`src/rtl/rr_grant_arbiter.sv`:
```
// Round-robin arbiter with hold-until-release grants and an optional
// hold timeout that forces a handover to the next waiting requester.
module rr_grant_arbiter #(
  parameter int N_REQ    = 8,
  parameter int MAX_HOLD = 16
) (
  input  logic                     clk,
  input  logic                     reset,
  input  logic [N_REQ-1:0]         req,
  output logic [N_REQ-1:0]         grant,
  output logic [$clog2(N_REQ)-1:0] grant_id,
  output logic                     grant_valid,
  output logic                     preempt
);

  localparam int IW = $clog2(N_REQ);
  localparam int HW = (MAX_HOLD > 0) ? $clog2(MAX_HOLD + 1) : 1;
  localparam logic [HW-1:0] HOLD_LAST =
    (MAX_HOLD > 0) ? HW'(MAX_HOLD - 1) : '0;

  typedef enum logic {IDLE, GRANT} state_e;

  state_e          state_q, state_d;
  logic [N_REQ-1:0] grant_q, grant_d;
  logic [IW-1:0]   grant_id_q, grant_id_d;
  logic            grant_valid_q, grant_valid_d;
  logic            preempt_q, preempt_d;
  logic [HW-1:0]   hold_cnt_q, hold_cnt_d;
  logic [IW-1:0]   last_id_q, last_id_d;

  logic [IW-1:0]   cand;
  logic [IW-1:0]   win_all, win_ex;
  logic            any_all, any_ex;
  logic            timeout;

  // Scan last-1 downward with wrap; offset N_REQ lands back on last_id,
  // which is the holder while granted, so win_ex skips it.
  always_comb begin
    cand    = '0;
    win_all = '0;
    win_ex  = '0;
    any_all = 1'b0;
    any_ex  = 1'b0;
    for (int k = 1; k <= N_REQ; k++) begin
      cand = last_id_q - IW'(k);
      if (req[cand] && !any_all) begin
        any_all = 1'b1;
        win_all = cand;
      end
      if (k < N_REQ && req[cand] && !any_ex) begin
        any_ex = 1'b1;
        win_ex = cand;
      end
    end
  end

  assign timeout = (MAX_HOLD != 0) && (hold_cnt_q == HOLD_LAST);

  always_comb begin
    state_d       = state_q;
    grant_id_d    = grant_id_q;
    grant_valid_d = grant_valid_q;
    preempt_d     = 1'b0;
    hold_cnt_d    = hold_cnt_q;
    last_id_d     = last_id_q;
    unique case (state_q)
      IDLE: begin
        if (any_all) begin
          state_d       = GRANT;
          grant_id_d    = win_all;
          grant_valid_d = 1'b1;
          last_id_d     = win_all;
          hold_cnt_d    = '0;
        end
      end
      GRANT: begin
        if (!req[grant_id_q]) begin
          if (any_ex) begin
            grant_id_d = win_ex;
            last_id_d  = win_ex;
            hold_cnt_d = '0;
          end else begin
            state_d       = IDLE;
            grant_id_d    = '0;
            grant_valid_d = 1'b0;
            hold_cnt_d    = '0;
          end
        end else if (timeout) begin
          hold_cnt_d = '0;
          if (any_ex) begin
            grant_id_d = win_ex;
            last_id_d  = win_ex;
            preempt_d  = 1'b1;
          end
        end else if (hold_cnt_q != '1) begin
          hold_cnt_d = hold_cnt_q + 1'b1;
        end
      end
      default: state_d = IDLE;
    endcase
    grant_d = N_REQ'(grant_valid_d) << grant_id_d;
  end

  always_ff @(posedge clk or posedge reset) begin
    if (reset) begin
      state_q       <= IDLE;
      grant_q       <= '0;
      grant_id_q    <= '0;
      grant_valid_q <= 1'b0;
      preempt_q     <= 1'b0;
      hold_cnt_q    <= '0;
      last_id_q     <= '0;
    end else begin
      state_q       <= state_d;
      grant_q       <= grant_d;
      grant_id_q    <= grant_id_d;
      grant_valid_q <= grant_valid_d;
      preempt_q     <= preempt_d;
      hold_cnt_q    <= hold_cnt_d;
      last_id_q     <= last_id_d;
    end
  end

  assign grant       = grant_q;
  assign grant_id    = grant_id_q;
  assign grant_valid = grant_valid_q;
  assign preempt     = preempt_q;

endmodule

```
`config.mk`:
```
export PLATFORM = sky130hd
export DESIGN_NAME = rr_grant_arbiter
export DESIGN_NICKNAME = d
export VERILOG_FILES = /design/src/rtl/rr_grant_arbiter.sv
export SDC_FILE = /design/constraint.sdc
export NUM_CORES = 1
export LEC_CHECK = 0
export BUFFER_PORTS_ARGS = -buffer_cell sky130_fd_sc_hd__buf_4
export CAP_MARGIN = 20
export CORE_MARGIN = 4
export CORE_UTILIZATION = 50
export CTS_CLUSTER_DIAMETER = 200
export DETAILED_ROUTE_END_ITERATION = 10
export GPL_TIMING_DRIVEN = 0
export HOLD_SLACK_MARGIN = 0.05
export MAX_ROUTING_LAYER = met4
export PLACE_DENSITY = 0.81
export SYNTH_ARGS = -nofsm -noshare
export SYNTH_HDL_FRONTEND = slang
export SYNTH_SLANG_ARGS = --single-unit
```
`constraint.sdc`:
```
create_clock -name clk -period 4.28 [get_ports clk]
set_clock_uncertainty 0.15 [all_clocks]
set_input_delay 0.856 -clock clk [delete_from_list [all_inputs] [get_ports clk]]
set_output_delay 0.856 -clock clk [all_outputs]
set_load 0.02 [all_outputs]
```
==> results by group <==
Status
  • Run status: finished, final reports clean

Clocking
  • Latest clock arrival within the worst-skew pair: 0.27 ns
  • Register clock-pin slew on the reported worst setup and hold paths: 0.08 ns
  • Post-CTS setup buffers: 0
  • Clock root buffer: clkbuf_8
  • Clock sinks: 22
  • Number of clock buffers inserted by TritonCTS: 3
  • Max H-tree Level: 1
  • Clock tree buffer depth: 2
  • CTS tree: built
  • Post-cts gate resize count: 0
  • CTS Hold Buffers Added: 0

GRT
  • Antenna violations before repair: 0
  • Overflow after GRT: 0
  • Number of global-route vias before repair: ~1,800
  • Overall Global Routing Usage: 20.9%
  • Pin count of the biggest net entering global routing: 23
  • First-pass GRT wire length: 8.57 mm

Logic synthesis
  • Fraction of synthesized cell area taken by the top area cell type: 26.0%
  • Number of instances in the synthesized netlist: 203
  • Number of storage elements in the synthesis netlist: 22
  • Synthesized area divided by synthesized cell count: 10.4 um^2
  • Prevailing post-synth register cell: dfrtp_1
  • Synthesis warning total: 0
  • Count leader, synth: dfrtp_1
  • Netlist cell types: 68
  • Proportion of synthesized flip-flops having asynchronous set or reset: 100%
  • List of most frequent post-synthesis cells: dfrtp_1, nor2_1, nand2_1
  • Yosys top cell by area: dfrtp_1
  • Post-synthesis net count: 216
  • Number of enable-type register cells in the synthesized netlist: 0
  • Dominant cells by area after synthesis: dfrtp_1, mux4_2, mux2i_1
  • Portion of the post-synthesis area used by sequential elements: 26.0%
  • Post-Syn Area: around 2100 um^2

Final layout
  • Fill cell instance count of the final layout: between 300 and 400
  • Area taken by multi-input logic gates: between 1000 and 1500 um^2
  • Area used by sequential logic in the layout: 551 um^2
  • Share of post-route cells with drive strength above 1: 33.2%
  • Area growth syn-to-layout: 14.1%
  • Number of diodes added for antenna fixing: 0
  • Total Nets Final: 243
  • Post-Layout Inst Area: roughly 2400 um^2

Timing
  • Hold Violations, Final: 0
  • Summed negative setup slack over all endpoints: 0 ns
  • Max-slew violation total from the final report: 0
  • Worst hold-check slack: 0.350 ns
  • Max Fclk: 283 MHz
  • Ratio of final minimum period to clock period: 82.4%
  • Max-Slew Margin vs Limit: 46.6%
  • Min Tclk post-route: 3.53 ns
  • Worst-margin pin slew: approximately 0.80 ns
  • Unrepaired setup endpoints after global routing: false
  • Setup-violating endpoint count in the final report: 0

Critical path
  • CP peak stage delay: 0.61 ns
  • Max stage delay cell, worst path: a2111oi_0
  • Worst setup EP type: flop
  • Worst path top cell family by delay: compound AO/OA/AOI/OAI gates
  • Crit path launch: last_id_q[0]$_DFFE_PP0P_
  • Worst setup path class: reg -> reg
  • Critical register-to-register path startpoint: last_id_q[0]$_DFFE_PP0P_
  • Crit path buf inv count: 4
  • Data arrival, critical path: 3.53 ns
  • Type of origin of the critical path: flop
  • Required time worst endpoint: between 4 and 5 ns
  • CP cell instances: buf_6 > buf_12 > inv_1 > ha_1 > buf_2 > xor2_4 > mux2i_1 > a221oi_4 > a2111oi_0 > nor4_1 > nor3_2 > nand2b_1 > nor2_1
  • Critical-path maximum fanout: 10

Worst hold path
  • Kind of path behind the tightest hold check: reg -> reg
  • Critical hold path startpoint: hold_cnt_q[3]$_DFFE_PP0P_

Routing
  • Residual DRC count: 0
  • Top layer reached by signal wires: met4
  • DRT met1 WL: 2.13 mm
  • Wirelength per Cell: 17.8 um
  • Total number of vias: 1,820
  • Number of antenna-violating nets in the routed design: 0
  • Met2 wire len: 2.41 mm
  • Vias per std cell: 6.52
  • TritonRoute pass-1 iters: 6
  • Met3 WL: 365 um
  • Iteration-0 DRC Markers: between 100 and 150
  • Total Routed Length: approximately 5.0 mm

Floorplan
  • Total die area: 5330 um^2
  • Width of the die: 73.0 um
  • Height of the die: 73.0 um
  • Number of primary I/O pins: 23
  • Core Footprint: slightly above 4000 um^2
  • Num rows: 23
  • Initial core utilization: 52.1%

Placement
  • Routability Congestion: 1.01
  • HPWL Detailed: 3.76 mm
  • Standard cell area after detailed placement: about 2300 um^2
  • Count of port buffers added during placement: 22

Job
  • Count of maximum capacitance violations: 0
[worst register-to-register path, delay by kind of cell, from the launching register on]
family | cells | cell delay (ns)
flip-flops | 1 | 0.42
XOR/XNOR | 1 | 0.23
buffers and inverters | 4 | 0.61
multiplexers | 1 | 0.36
adder cells (fa/ha/maj) | 1 | 0.13
AO/OA/AOI/OAI | 2 | 0.76
AND/OR/NAND/NOR | 4 | 0.76
[cell type report]
type / count / share of cell area [%]
Inverter: 10 / 1.61
Sequential cell: 22 / 22.8
Buffer: 8 / 3.21
Tap cell: 50 / 2.59
Clock inverter: 1 / 1.24
Clock buffer: 3 / 1.71
Timing Repair Buffer: 22 / 6.84
Multi-Input combinational cell: 163 / 60.0
[cells in the final DEF, fill, tap and decap left out, types with 4 or more instances in the layout]
| cell type | instances |
|---|---|
| dfrtp_1 | 22 |
| buf_4 | 23 |
| inv_1 | 8 |
| nand2_1 | 16 |
| o21ai_0 | 5 |
| mux2_2 | 8 |
| a22o_1 | 4 |
| a21oi_1 | 4 |
| mux4_2 | 11 |
| nor3_1 | 9 |
| clkbuf_8 | 4 |
| nor2_1 | 20 |
| mux2i_1 | 10 |
| nand3_1 | 5 |
[routing by layer]
metal | GRT usage [%] | vias up
met5 | - | -
met4 | 5.12 | 0
met3 | 3.99 | 8
met2 | 33.1 | 84
met1 | 27.7 | 873
li1 | - | 855
[path summary, 6_finish.rpt]
path                                                  end  slack [ns]  depth (start not counted)
worst max-delay path                   grant[7]$_DFF_PP0_        0.75                         13
worst min-delay path            hold_cnt_q[3]$_DFFE_PP0P_        0.35                          1
worst max register to register         grant[7]$_DFF_PP0_        0.75                         13
worst min register to register  hold_cnt_q[3]$_DFFE_PP0P_        0.35                          1
max in group asynchronous        last_id_q[0]$_DFFE_PP0P_        2.89                          2
min in group asynchronous       hold_cnt_q[1]$_DFFE_PP0P_        0.59                          2
[cell families (layout without fill, tap and decap cells)]
| kind of cell | count (synthesis) | in the layout | share of synthesized area (%) |
|---|---|---|---|
| AOI/OAI and AO/OA | 48 | 48 | 19.4 |
| xor gates and xnor gates | 4 | 4 | 3.26 |
| DFF | 22 | 22 | 26.0 |
| adders and majority gates | 3 | 3 | 1.78 |
| and+or+nand+nor | 74 | 74 | 18.2 |
| muxes | 34 | 34 | 25.9 |
| buffers and inverters | 18 | 44 | 5.50 |
[registers in the layout, indices dropped and copies added (netlist names)]
name,flops
grant_id,3
state_q,1
hold_cnt_q,5
grant,8
preempt,1
last_id_q,3
grant_valid,1
[per-stage QoR]
stage	util [%]	instances	worst slack (ns)
finish	59.5	279	0.751
global route	59.5	279	0.361
CTS	59.5	279	0.783
detailed placement	57.7	275	0.712
global placement	57.7	275	0.712
floorplan	-	203	1.20
Power is left out: the tool's default activity adds up to more than one toggle a clock period on the data nets, which glitch-free logic cannot reach.
